## src/rtl/menu_pkg.sv

```systemverilog
// Shared types and width helpers for the game-menu controller.
package menu_pkg;

  typedef enum logic {
    ST_MENU = 1'b0,
    ST_PLAY = 1'b1
  } state_t;

  function automatic int clog2(input int v);
    int r;
    r = 0;
    for (int p = 1; p < v; p = p * 2) r++;
    return r;
  endfunction

  // Width needed to hold values 0..n-1, never narrower than one bit.
  function automatic int width_of(input int n);
    return (clog2(n) < 1) ? 1 : clog2(n);
  endfunction

endpackage

```

## src/rtl/key_edge.sv

```systemverilog
// Per-key press detector: rising-edge strobe plus optional hold-to-repeat.
// Repeat logic exists only when MENU_AUTOREPEAT_EN is defined and REPEAT_EN is set.
module key_edge
  import menu_pkg::*;
#(
  parameter bit REPEAT_EN    = 1'b0,
  parameter int REPEAT_DELAY = 25000000,
  parameter int REPEAT_RATE  = 5000000
) (
  input  logic clk,
  input  logic rst,
  input  logic key,
  input  logic rpt_clr,
  output logic hit
);

  logic hist;
  logic rpt;
  logic unused_cfg;

  assign unused_cfg = rpt_clr && REPEAT_EN && (REPEAT_DELAY > 0) && (REPEAT_RATE > 0);

  always_ff @(posedge clk or posedge rst) begin
    if (rst) hist <= 1'b0;
    else     hist <= key;
  end

`ifdef MENU_AUTOREPEAT_EN
  if (REPEAT_EN) begin : g_rpt
    localparam int CNT_W = width_of((REPEAT_DELAY > REPEAT_RATE) ? REPEAT_DELAY : REPEAT_RATE);
    localparam logic [CNT_W-1:0] LOAD_DELAY = CNT_W'(REPEAT_DELAY - 1);
    localparam logic [CNT_W-1:0] LOAD_RATE  = CNT_W'(REPEAT_RATE - 1);

    logic [CNT_W-1:0] cnt;
    logic             armed;

    // The edge cycle itself is not armed, so the first repeat lands REPEAT_DELAY after it.
    assign armed = key && hist && !rpt_clr;

    always_ff @(posedge clk or posedge rst) begin
      if (rst)                 cnt <= LOAD_DELAY;
      else if (!armed)         cnt <= LOAD_DELAY;
      else if (cnt == '0)      cnt <= LOAD_RATE;
      else                     cnt <= cnt - CNT_W'(1);
    end

    assign rpt = armed && (cnt == '0);
  end else begin : g_norpt
    assign rpt = 1'b0;
  end
`else
  assign rpt = 1'b0;
`endif

  assign hit = (key && !hist) || rpt;

endmodule

```

## src/rtl/menu_ctrl.sv

```systemverilog
// Game-menu controller: key edges -> cursor moves, map start, settings toggles.
// Define MENU_AUTOREPEAT_EN to enable hold-to-repeat on the up/down keys.
module menu_ctrl
  import menu_pkg::*;
#(
  parameter int N_ITEMS = 3,
  parameter int N_MAPS  = 2,
  parameter bit WRAP    = 1'b0,
  parameter logic [N_ITEMS-N_MAPS-1:0] TOGGLE_INIT = '1,
  parameter int REPEAT_DELAY = 25000000,
  parameter int REPEAT_RATE  = 5000000,
  localparam int CW = width_of(N_ITEMS),
  localparam int MW = width_of(N_MAPS),
  localparam int NT = N_ITEMS - N_MAPS
) (
  input  logic          clk,
  input  logic          rst,
  input  logic          up_press,
  input  logic          down_press,
  input  logic          enter_press,
  input  logic          back_press,
  output logic [CW-1:0] cursor,
  output logic          started,
  output logic [MW-1:0] map_sel,
  output logic          start_pulse,
  output logic [NT-1:0] toggles
);

  // state   | meaning
  // ST_MENU | cursor navigation; enter starts a map or flips a setting
  // ST_PLAY | game running; only back is honoured

  localparam logic [CW-1:0] LAST         = CW'(N_ITEMS - 1);
  localparam logic [CW-1:0] FIRST_TOGGLE = CW'(N_MAPS);

  state_t        state, state_n;
  logic [CW-1:0] cursor_n, cursor_inc, cursor_dec;
  logic          started_n, start_pulse_n;
  logic [MW-1:0] map_sel_n;
  logic [NT-1:0] toggles_n;
  logic          up_hit, down_hit, enter_hit, back_hit;
  logic          move_clr;

  // Repeat timers only run while navigating with a single direction key held.
  assign move_clr = (state == ST_PLAY) || (up_press && down_press);

  key_edge #(.REPEAT_EN(1'b1), .REPEAT_DELAY(REPEAT_DELAY), .REPEAT_RATE(REPEAT_RATE)) u_up (
    .clk(clk), .rst(rst), .key(up_press), .rpt_clr(move_clr), .hit(up_hit)
  );

  key_edge #(.REPEAT_EN(1'b1), .REPEAT_DELAY(REPEAT_DELAY), .REPEAT_RATE(REPEAT_RATE)) u_down (
    .clk(clk), .rst(rst), .key(down_press), .rpt_clr(move_clr), .hit(down_hit)
  );

  key_edge #(.REPEAT_EN(1'b0), .REPEAT_DELAY(REPEAT_DELAY), .REPEAT_RATE(REPEAT_RATE)) u_enter (
    .clk(clk), .rst(rst), .key(enter_press), .rpt_clr(1'b1), .hit(enter_hit)
  );

  key_edge #(.REPEAT_EN(1'b0), .REPEAT_DELAY(REPEAT_DELAY), .REPEAT_RATE(REPEAT_RATE)) u_back (
    .clk(clk), .rst(rst), .key(back_press), .rpt_clr(1'b1), .hit(back_hit)
  );

  assign cursor_inc = (cursor == LAST) ? (WRAP ? '0 : LAST) : cursor + CW'(1);
  assign cursor_dec = (cursor == '0)   ? (WRAP ? LAST : '0) : cursor - CW'(1);

  always_ff @(posedge clk or posedge rst) begin
    if (rst) begin
      state       <= ST_MENU;
      cursor      <= '0;
      started     <= 1'b0;
      map_sel     <= '0;
      start_pulse <= 1'b0;
      toggles     <= TOGGLE_INIT;
    end else begin
      state       <= state_n;
      cursor      <= cursor_n;
      started     <= started_n;
      map_sel     <= map_sel_n;
      start_pulse <= start_pulse_n;
      toggles     <= toggles_n;
    end
  end

  always_comb begin
    state_n       = state;
    cursor_n      = cursor;
    started_n     = started;
    map_sel_n     = map_sel;
    start_pulse_n = 1'b0;
    toggles_n     = toggles;
    case (state)
      ST_MENU: begin
        // Enter acts on the pre-move cursor and swallows any same-cycle move.
        if (enter_hit) begin
          if (cursor < FIRST_TOGGLE) begin
            map_sel_n     = cursor[MW-1:0];
            started_n     = 1'b1;
            start_pulse_n = 1'b1;
            state_n       = ST_PLAY;
          end else begin
            for (int k = 0; k < NT; k++) begin
              if (cursor == CW'(N_MAPS + k)) toggles_n[k] = ~toggles[k];
            end
          end
        end else if (up_hit && !down_hit) begin
          cursor_n = cursor_dec;
        end else if (down_hit && !up_hit) begin
          cursor_n = cursor_inc;
        end
      end
      ST_PLAY: begin
        if (back_hit) begin
          started_n = 1'b0;
          state_n   = ST_MENU;
        end
      end
      default: state_n = ST_MENU;
    endcase
  end

endmodule

```

## config.mk

```make
export PLATFORM = sky130hd
export DESIGN_NAME = menu_ctrl
export DESIGN_NICKNAME = d
export VERILOG_FILES = /design/src/rtl/menu_pkg.sv /design/src/rtl/key_edge.sv /design/src/rtl/menu_ctrl.sv
export SDC_FILE = /design/constraint.sdc
export NUM_CORES = 1
export LEC_CHECK = 0
export CAP_MARGIN = 10
export CORE_AREA = 3 3 41 43
export CTS_CLUSTER_SIZE = 24
export DETAILED_ROUTE_END_ITERATION = 8
export DIE_AREA = 0 0 44 46
export PLACE_DENSITY = 0.67
export SLEW_MARGIN = 25
export SYNTH_ARGS = -nofsm -noshare
export SYNTH_HDL_FRONTEND = slang
export SYNTH_HIERARCHICAL = 1
export SYNTH_SLANG_ARGS = --single-unit
```

## constraint.sdc

```tcl
create_clock -name clk -period 1.4 [get_ports clk]
set_clock_uncertainty 0.15 [all_clocks]
set_input_delay 0.21 -clock clk [delete_from_list [all_inputs] [get_ports clk]]
set_output_delay 0.21 -clock clk [all_outputs]
set_load 0.05 [all_outputs]
```

* Word level (Yosys, flattened, before mapping)
Index checks and enable logic that the tools add are counted.
Operators by class: bitwise gates (word level) 4, $lt $le $gt $ge 1, equal/unequal tests 4, mux-type cells 13, $add $sub $neg 2, reduce and logical (&&, ||, !) cells 18
Operators with widths (number):
- AND reduction 3 bit | 3
- two-way mux 2 bit | 4
- two-way mux 1 bit | 7
- logical AND 1 bit | 6
- logical NOT 1 bit | 6
- inequality test 2 bit, second input constant | 2
- NOT 1 bit | 4
- case mux 1 bit (2 select lines) | 2
- AND reduction 4 bit | 1
- adder 2 x 1 -> 2 bit, second input constant | 1
- == test 2 bit, second input constant | 1
- logical NOT 2 bit | 1
- less-than comparator 2 bit, second input constant | 1
- inequality test 2 x 1 -> 1 bit, second input constant | 1
- nonzero test 2 bit | 1
- subtractor 2 x 1 -> 2 bit, second input constant | 1
Storage, ports and cells: bits of input ports 6, flip-flop bits (word level) 11, output and inout bits 6

* Depth between registers and ports, before layout
Gate-level depths: netlist of run 1.
word-level depth 6, gate-level depth with buffers 5, gate-level depth less buffers 5

* Cells and area by module
The synthesis of run 1 kept the hierarchy.
By module, submodules not included:
- menu_ctrl | seq. area each 176.4 um^2, times used 1, cells an instance 31, area an instance 386.6 um^2
- key_edge | seq. area each 25.0 um^2, times used 4, cells an instance 3, area an instance 42.5 um^2

* Least setup slack after synthesis of run 1
OpenSTA, ideal clock, no wires.
kind register to register, start reg cursor[1], end reg cursor[1], cell stages (with the launch flop) 5, period minus slack after synthesis 1.599 ns, arrival time 1.313 ns, path slack -0.199 ns, required time 1.115 ns, path buffers 0, library setup time 0.135 ns, path through dfrtp_1 > inv_1 > ha_1 > mux2i_1 > mux2i_1
On the way: cells in the longest elaborated chain, start to end 4, elaborated cells between the ends (all ways) 8, those cells by class 2 x add/sub; 1 x eq/ne; 4 x mux; 1 x reduce/logical
RTL lines:
- from (decl) | RTL line menu_ctrl.sv:22 | output logic [CW-1:0] cursor,
- from (signal assigned) | RTL line menu_ctrl.sv:76 | cursor <= cursor_n;
- adder 2 x 1 -> 2 bit or == test 2 bit (tied branches) | RTL line menu_ctrl.sv:63 | assign cursor_inc = (cursor == LAST) ? (WRAP ? '0 : LAST) : cursor + CW'(1);
- two-way mux 2 bit | RTL line menu_ctrl.sv:63
- two-way mux 2 bit | RTL line menu_ctrl.sv:107 | end else if (down_hit && !up_hit) begin
- two-way mux 2 bit * | RTL line menu_ctrl.sv:105 | end else if (up_hit && !down_hit) begin
Every way passes the cells marked *; elsewhere a longest branch is shown, timed or not. The select of a mux whose other input is x is not followed. A chain may end at the register's enable or synchronous reset.

* Final worst setup path of run 1
start in up_press, end reg cursor[0]
On the way: cells in the longest elaborated chain, start to end 5, elaborated cells between the ends (all ways) 7, those cells by class 1 x mux; 6 x reduce/logical
RTL lines:
- from (decl) | RTL line menu_ctrl.sv:18 | input logic up_press,
- logical AND 1 bit * | RTL line key_edge.sv:55 | assign hit = (key && !hist) || rpt;
- net up_hit | RTL line menu_ctrl.sv:41 | logic up_hit, down_hit, enter_hit, back_hit;
- logical NOT 1 bit | RTL line menu_ctrl.sv:107
- logical AND 1 bit | RTL line menu_ctrl.sv:107
- nonzero test 2 bit (no line)
- AND reduction 3 bit (no line)
Mark *: on every way through the listed nets, which the timed path passes. The rest lies on a longest branch.

==> results of run 1 <==
==> repair_timing <==
item | 4_1_cts | 5_1_grt
cloned | 0 | 0
endpoints found under the setup margin | 2 | 2
hold buffers | 0 | 0
resized for setup | 1 | 3
pin swaps | 0 | 1
==> worst register-to-register path: stages, from the launching register on <==
cell	delay (ns)
dfrtp_1	0.40
nor2b_4	0.12
inv_2	0.05
ha_4	0.21
nor3_4	0.20
mux2i_1	0.21
==> power by group through the flow <==
stage | registers (W) | logic, W | clock network, W
6_report | 0.000587 | 0.000865 | 0.000219
3_5_place_dp | 0.000585 | 0.000858 | 0
4_1_cts | 0.000582 | 0.000864 | 0.000224
5_1_grt | 0.000605 | 0.000906 | 0.000240
2_1_floorplan | 0.000794 | 0.000212 | 0
3_3_place_gp | 0.000587 | 0.000848 | 0
==> metrics by stage <==
step	setup TNS, ns	power (W)	setup WS, ns
CTS	-0.1518	0.001671	-0.07656
detailed placement	-1.327	0.001444	-0.3937
finish	-0.05826	0.001671	-0.03254
global placement	-1.233	0.001435	-0.3673
floorplan	-0.01142	0.001006	-0.01142
global route	-0.1835	0.001750	-0.09404
==> final cells by class <==
| cell class | instances | share of cell area |
|---|---|---|
| repair buffers | 13 | 0.2300 |
| clock buffers | 4 | 0.03286 |
| well taps | 15 | 0.02347 |
| multi-input cells | 21 | 0.3224 |
| inverters | 9 | 0.04225 |
| flip-flops and latches | 11 | 0.3490 |
==> routing by layer <==
layer | track usage | part of all wire | vias to the layer above
li1 | - | - | 160
met1 | 0.1341 | 0.46 | 159
met2 | 0.1744 | 0.47 | 10
met3 | 0.05929 | 0.070 | 0
met4 | 0.05422 | 0 | 0
met5 | 0 | 0 | -
==> registers in the layout, summed over array words and instances (netlist names) <==
register      cells
u_down/hist       1
start_pulse       1
state             1
u_back/hist       1
u_enter/hist      1
started           1
toggles           1
map_sel           1
u_up/hist         1
cursor            2
==> worst paths after layout <==
kind / slack (ns) / end / from
worst max-delay path: -0.03 / cursor[0] / up_press
worst min register to register: 0.36 / toggles / toggles
worst min-delay path: 0.03 / u_enter/hist / rst
min in group clk: 0.05 / u_down/hist / down_press
worst max register to register: -0.01 / cursor[0] / u_down/hist
max in group asynchronous: 0.70 / toggles / rst
==> cells in the final DEF (no fill, tap or decap), drive strengths merged <==
cell type,n
clkdlybuf4s50,4
dfrtp,10
dlygate4sd2,1
inv,9
buf,8
dfstp,1
ha,5
mux2i,4
mux2,1
nor3b,1
nor3,1
nor2b,4
nand4b,1
clkbuf,4
xnor2,1
a21o,2
nand2,1
==> impl_results.md, run 1 <==
- CP Buf/Inv Count: 1
- CP max FO: 2
- I/O pin count: 12
- LEAKAGE: 0.3844 nW
- Synth Instances: 41
- Post-Syn Area per Cell: 13.27 um^2
- TritonCTS Buffers: 3
- Max incr delay on CP: 0.47 ns
- DIE WIDTH: 44 um
- Crit path max-delay family: buffers and inverters
- Ys Warns: 6
- ANT cells: 0
- Vias: 329
- Clk network pwr share: 0.131
- Initial antenna violation count: 0
- Power per Cell Area: 2090 mW/mm^2
- Max_cap viols: 0
- Reg2Reg Depth: 5
- # setup viols final: 2
- Share of total power in combinational logic: 0.518
- Nets@finish: 70
- Worst vdd ir: 1185 uV
- Finished Layout Cells: 73
- Run status: finished with violations
- Relative slew slack: 0.8076
- Die Ht: 46 um
- I/O Buffers: 11
- CTS tree: yes
- Placed Cells: 69
- Fraction of layout cells with a size suffix above 1: 0.4138
- Vias in the first global route: 359
- Wire per inst: 13.37 um
- Fin area: 799.5 um^2
- Worst slew pin tran: 0.2886 ns
- DR vias/cell: 4.507
- Number of cells on the critical path: 5
- Cell area after synthesis: 544.3 um^2
- Failing checks: setup timing
- Hold_ws: 0.03337 ns
- RSZ-0062 raised after global routing: yes
- DRC: 0
- Sequential share of power: 0.351
- Estimated wirelength of the detail-placed design: 709.1 um
- Switching Fraction: 0.4107
- Clock transition at path regs: 0.07 ns
- Pin count of the biggest net entering global routing: 8
- H-tree depth: 1
- Initial Utilization: 0.4081
- Clock sinks: 11
- Initial DRC Count: 1
- Crit start category: primary input
- Crit path required time: 1.44 ns
- Cell Int Power: 0.0009848 W
- Crit Path Category: primary input to flop
- First-pass GRT wire length: 1.600 mm
- Final hold vios: 0
- Routability Congestion: 0.7146
- Gr ovfl total: 0
- Remaining antenna violation count: 0
- Post-DP Area: 755.7 um^2
- Die Area: 0.002024 mm^2
- CP max stage cell: clkdlybuf4s50_1
- Max Fclk: 0.6981 GHz
- Critical path endpoint category: flop
- Core area: 0.001334 mm^2
- Area Growth Syn to Fin: 46.90%
- Arrival time worst endpoint: 1.47 ns
- Post-Route WL: 976 um
- # rows: 13
- Clock buffer depth: 2
- Sequential cell area: 279.0 um^2
- P_sw: 0.0006863 W
- Syn Nets: 52
- Number of fill cells: 114
- Critical Path, Cell by Cell: clkdlybuf4s50_1, nor2b_4, ha_4, nor3_4, mux2i_1
- Aggregate global-route resource usage: 0.1151
- Root buf cell: clkbuf_4
- Slew Limit Fails: 0
- Multi-input logic area: 257.7 um^2
- Period minus WS final: 1.433 ns
- Final Util: 0.5994
- Worst-Skew Late Latency: 0.27 ns
- Post-CTS Repair Setup Buffers: 0
- HP Class: primary input to async pin
- Fin crit share: 1.023
- Slack of the critical path: -0.03254 ns
- Drt pass-1 iters: 3
Power figures use the tool's default switching activity.
==> run 2: changes to the inputs <==
- CORE_AREA: 3 3 41 43 -> 5 5 43 45
- DIE_AREA: 0 0 44 46 -> 0 0 48 50
==> impl_results.md, run 2 (synthesis gave the netlist of run 1 again) <==
- Relative slew slack: 0.8249
- Commonest non-fill, non-tap cells in the layout: inv_1, dfrtp_1, buf_12
- H-tree depth: 1
- Initial DRC Count: 1
- Arrival time worst endpoint: 1.37 ns
- Drt pass-1 iters: 2
- Multi-input logic area: 257.7 um^2
- Core area: 0.001436 mm^2
- Placed Cells: 71
- Hold buffers post-CTS: 0
- RR Startpoint: u_down/hist
- Routability Congestion: 0.6915
- I/O pin count: 12
- Pin count of the biggest net entering global routing: 8
- Total power: 0.001679 W
- TritonCTS Buffers: 3
- I/O Buffers: 11
- # rows: 14
- Aggregate global-route resource usage: 0.09736
- Worst-Skew Late Latency: 0.26 ns
- Nets@finish: 72
- Final hold vios: 0
- Remaining antenna violation count: 0
- Top reg by flops: cursor
- Worst slack, placed: -0.4141 ns
- Clock buffer depth: 2
- Run status: finished clean
- Number of fill cells: 121
- CP max FO: 2
- First-pass GRT wire length: 1.607 mm
- ANT cells: 0
- Crit path required time: 1.40 ns
- Max Fclk: 0.7326 GHz
- Cell Int Power: 0.001003 W
- # setup viols final: 0
- Slew Limit Fails: 0
- Wire per inst: 12.66 um
- Fin area: 814.5 um^2
- Estimated wirelength of the detail-placed design: 744.8 um
- Fin crit share: 0.9749
- DR vias/cell: 4.566
- DIE WIDTH: 48 um
- HP Class: primary input to flop
- Worst slew pin tran: 0.2624 ns
- Worst vdd ir: 1006 uV
- Finished Layout Cells: 76
- Post-Route WL: 962 um
- Number of flip-flops in the largest register: 2
- Switching Fraction: 0.4028
- Setup slack, reg-to-reg: 0.04 ns
- Final Util: 0.5671
- WHS Endpoint: u_up/hist
- Clock transition at path regs: 0.07 ns
- Post-DP Area: 764.5 um^2
- Worst Hold Path Cells: 1
- DRC: 0
- Power per Cell Area: 2062 mW/mm^2
- Share of total power in combinational logic: 0.528
- Area Growth Syn to Fin: 49.66%
- RSZ-0062 raised after global routing: yes
- Crit Path Category: primary input to flop
- Fraction of layout cells with a size suffix above 1: 0.4333
- Max_cap viols: 0
- Initial antenna violation count: 0
- CTS tree: yes
- HP Start: up_press
- P_sw: 0.0006764 W
- Clock sinks: 11
- Slack of the critical path: 0.03509 ns
- Sequential cell area: 279.0 um^2
- Die Ht: 50 um
- Critical path endpoint category: flop
- Vias: 347
- Reg2Reg Depth: 5
- FF-to-FF End: cursor[0]
- Gr ovfl total: 0
- Vias in the first global route: 381
- Die Area: 0.002400 mm^2
- CP Launch Point: enter_press
- LEAKAGE: 0.3950 nW
- Sequential share of power: 0.345
- Period minus WS final: 1.365 ns
- Clk network pwr share: 0.127
- Initial Utilization: 0.3789
- Root buf cell: clkbuf_4
- Crit start category: primary input
[run 2: changes by cell type in the layout (fill, tap and decap cells not counted), sizes merged]
cell / change
clkdlybuf4s50: -1
dlygate4sd2: +1
buf: +2
[run 2: cell type report]
cell class,count,share of cell area
repair buffers,15,0.2427
flip-flops and latches,11,0.3426
inverters,9,0.04147
clock buffers,4,0.03226
multi-input cells,21,0.3164
well taps,16,0.02458
[run 2: metrics by stage]
| step | TNS [ns] | hold slack (ns) |
|---|---|---|
| finish | 0 | 0.04429 |
| global route | -0.04687 | 0.04021 |
| CTS | 0 | 0.03907 |
| detailed placement | -1.386 | 0.3340 |
| global placement | -1.269 | 0.3277 |
| floorplan | -0.01142 | -0.2113 |
[run 2: how the worst max path moves through the flow]
stage	end	slack (ns)	cells after the start
detailed placement	cursor[0]	-0.41	6
global route	cursor[0]	-0.05	5
CTS	cursor[0]	0.001	5
floorplan	cursor[1]	-0.01	4
global placement	cursor[1]	-0.37	6
finish	map_sel	0.04	4
[run 2: layer usage]
layer	part of all wire	GRT usage	vias up
li1	-	-	166
met1	0.41	0.1109	169
met2	0.49	0.1432	10
met3	0.081	0.04727	2
met4	0.015	0.05381	0
met5	0	0	-
[run 2: critical path, stage by stage]
cell and delay (ns):
clkdlybuf4s50_1 0.48, nor2b_4 0.15, nor3b_4 0.21, mux2_4 0.31
[run 2: repair_timing]
action,in CTS,in global routing
hold endpoints to repair,0,0
setup buffers,0,1
endpoints found under the setup margin,2,2
pin swaps,1,1
resized for setup,5,0
[run 2: power groups by stage]
| stage | combinational [W] | clock (W) | sequential (W) |
|---|---|---|---|
| 6_report | 0.000887 | 0.000213 | 0.000579 |
| 5_1_grt | 0.000941 | 0.000235 | 0.000601 |
| 4_1_cts | 0.000870 | 0.000221 | 0.000589 |
| 3_5_place_dp | 0.000859 | 0 | 0.000589 |
| 3_3_place_gp | 0.000849 | 0 | 0.000588 |
| 2_1_floorplan | 0.000212 | 0 | 0.000794 |
==> run 3: changes to the inputs <==
- ABC_CLOCK_PERIOD_IN_PS: not set -> 1500
- CAP_MARGIN: 10 -> 15
- CORE_AREA: 5 5 43 45 -> 5 5 42 44
- DIE_AREA: 0 0 48 50 -> 0 0 47 49
- PLACE_DENSITY: 0.67 -> 0.68
- clock period: 1.4 -> 1.5 ns (I/O delays scaled with it)
==> impl_results.md, run 3 (synthesis gave the netlist of run 1 again) <==
- Crit Path Category: flop to flop
- Cell Int Power: 0.0009223 W
- Met3 usage: 0.01476
- Final hold vios: 0
- CP Buf/Inv Count: 2
- Commonest non-fill, non-tap cells in the layout: inv_1, dfrtp_1, buf_12
- M1 GR Usage: 0.1156
- DIE WIDTH: 47 um
- Post-CTS Repair Setup Buffers: 0
- Met2 Use GR: 0.1335
- First-pass GRT wire length: 1.497 mm
- Run status: finished clean
- Remaining antenna violation count: 0
- Worst vdd ir: 834.7 uV
- DR vias/cell: 4.364
- P_sw: 0.0006181 W
- TritonCTS Buffers: 3
- CP max FO: 2
- HP Class: primary input to async pin
- Sequential share of power: 0.351
- Max_cap viols: 0
- Critical Path, Cell by Cell: nor2b_4, inv_2, ha_4, nor3_2, buf_4, mux2i_1
- Drt pass-1 iters: 4
- CP max stage cell: dfrtp_1
- Core area: 0.001401 mm^2
- I/O pin count: 12
- CTS tree: yes
- H-tree depth: 1
- Switching Fraction: 0.4013
- Area Growth Syn to Fin: 52.18%
- RSZ-0062 raised after global routing: no
- Top reg by flops: cursor
- Die Area: 0.002303 mm^2
- Crit start category: flop
- Routability Congestion: 0.7356
- Power per Cell Area: 1860 mW/mm^2
- # rows: 14
- Initial DRC Count: 3
- Vias in the first global route: 355
- Critical path endpoint category: flop
- Fraction of layout cells with a size suffix above 1: 0.4098
- Initial Utilization: 0.3884
- Clk network pwr share: 0.129
- Max Fclk: 0.7025 GHz
- Arrival time worst endpoint: 1.46 ns
- Number of fill cells: 120
- Gr ovfl total: 0
- Multi-input logic area: 251.5 um^2
- Clock transition at path regs: 0.07 ns
- Root buf cell: clkbuf_4
- Clock sinks: 11
- DRC: 0
- Crit path required time: 1.54 ns
- Crit path max-delay family: flip-flops
- Wire per inst: 11.79 um
- Slew Limit Fails: 0
- Worst-Skew Late Latency: 0.27 ns
- Number of flip-flops in the largest register: 2
- ANT cells: 0
- Vias: 336
- # setup viols final: 0
- Max incr delay on CP: 0.40 ns
- Relative slew slack: 0.8144
- Initial antenna violation count: 0
- Period minus WS final: 1.423 ns
- Pin count of the biggest net entering global routing: 8
- Fin crit share: 0.9490
- Post-Route WL: 908 um
- Setup TNS: 0 ns
- Total power: 0.001540 W
- Aggregate global-route resource usage: 0.09602
- Sequential cell area: 279.0 um^2
- LEAKAGE: 0.4147 nW
- Estimated wirelength of the detail-placed design: 684.5 um
- Worst slew pin tran: 0.2781 ns
- Clock buffer depth: 2
- I/O Buffers: 11
- GR peak layer: met2
- Die Ht: 49 um
- Share of total power in combinational logic: 0.520
- Nets@finish: 73
-- run 3: cell types whose count changed in the layout (fill, tap and decap cells not counted), sizes merged --
cell / change
dlymetal6s2s: +2
dlygate4sd2: -2
dlygate4sd3: +2
buf: -1
-- run 3: metrics by stage --
step,hold slack [ns],instances,util,area (um^2),setup WS [ns]
after global placement,0.3310,71,0.5420,759.5,-0.3599
final,0.05570,77,0.5911,828.3,0.07650
after detailed placement,0.3447,71,0.5420,759.5,-0.3902
after CTS,0.05540,75,0.5732,803.3,0.02453
after floorplan,-0.1963,41,-,546.8,0.002796
after global routing,0.06434,77,0.5911,828.3,0.01522
-- run 3: worst paths after layout --
path / startpoint / to / slack [ns] / cells past startpoint
max: u_down/hist / cursor[1] / 0.08 / 6
min: rst / u_up/hist / 0.06 / 2
max reg2reg: u_down/hist / cursor[1] / 0.08 / 6
min reg2reg: toggles / toggles / 0.36 / 1
max in group asynchronous: rst / toggles / 0.76 / 2
min in group clk: back_press / u_back/hist / 0.28 / 1
-- run 3: cell type report --
type | count | share of cell area
sequential | 11 | 0.3369
multi-input combinational | 21 | 0.3036
timing repair buffer | 16 | 0.2628
inverter | 9 | 0.04079
clock buffer | 4 | 0.03172
tap | 16 | 0.02417
-- run 3: worst register-to-register path: stages (launching register included) --
cell and delay [ns]:
dfrtp_1 0.40, nor2b_4 0.11, inv_2 0.05, ha_4 0.20, nor3_2 0.10, buf_4 0.14
mux2i_1 0.18
-- run 3: what timing repair did --
action | 4_1_cts | 5_1_grt
pin swaps | 1 | 0
hold buffers | 0 | 2
gates resized for setup | 3 | 2
hold endpoints to repair | 0 | 2
endpoints found under the setup margin | 2 | 2
-- run 3: routing by layer --
layer / wire length, um / part of all wire / vias up
met2: 453 / 0.50 / 8
met4: 29 / 0.032 / 0
met3: 38 / 0.042 / 3
li1: - / - / 169
met5: 0 / 0 / -
met1: 386 / 0.43 / 156
-- run 3: power groups by stage --
stage	clock [W]	combinational (W)	sequential (W)
3_3_place_gp	0	0.000787	0.000545
6_report	0.000199	0.000801	0.000541
2_1_floorplan	0	0.000195	0.000739
4_1_cts	0.000210	0.000809	0.000542
5_1_grt	0.000222	0.000849	0.000556
3_5_place_dp	0	0.000800	0.000545
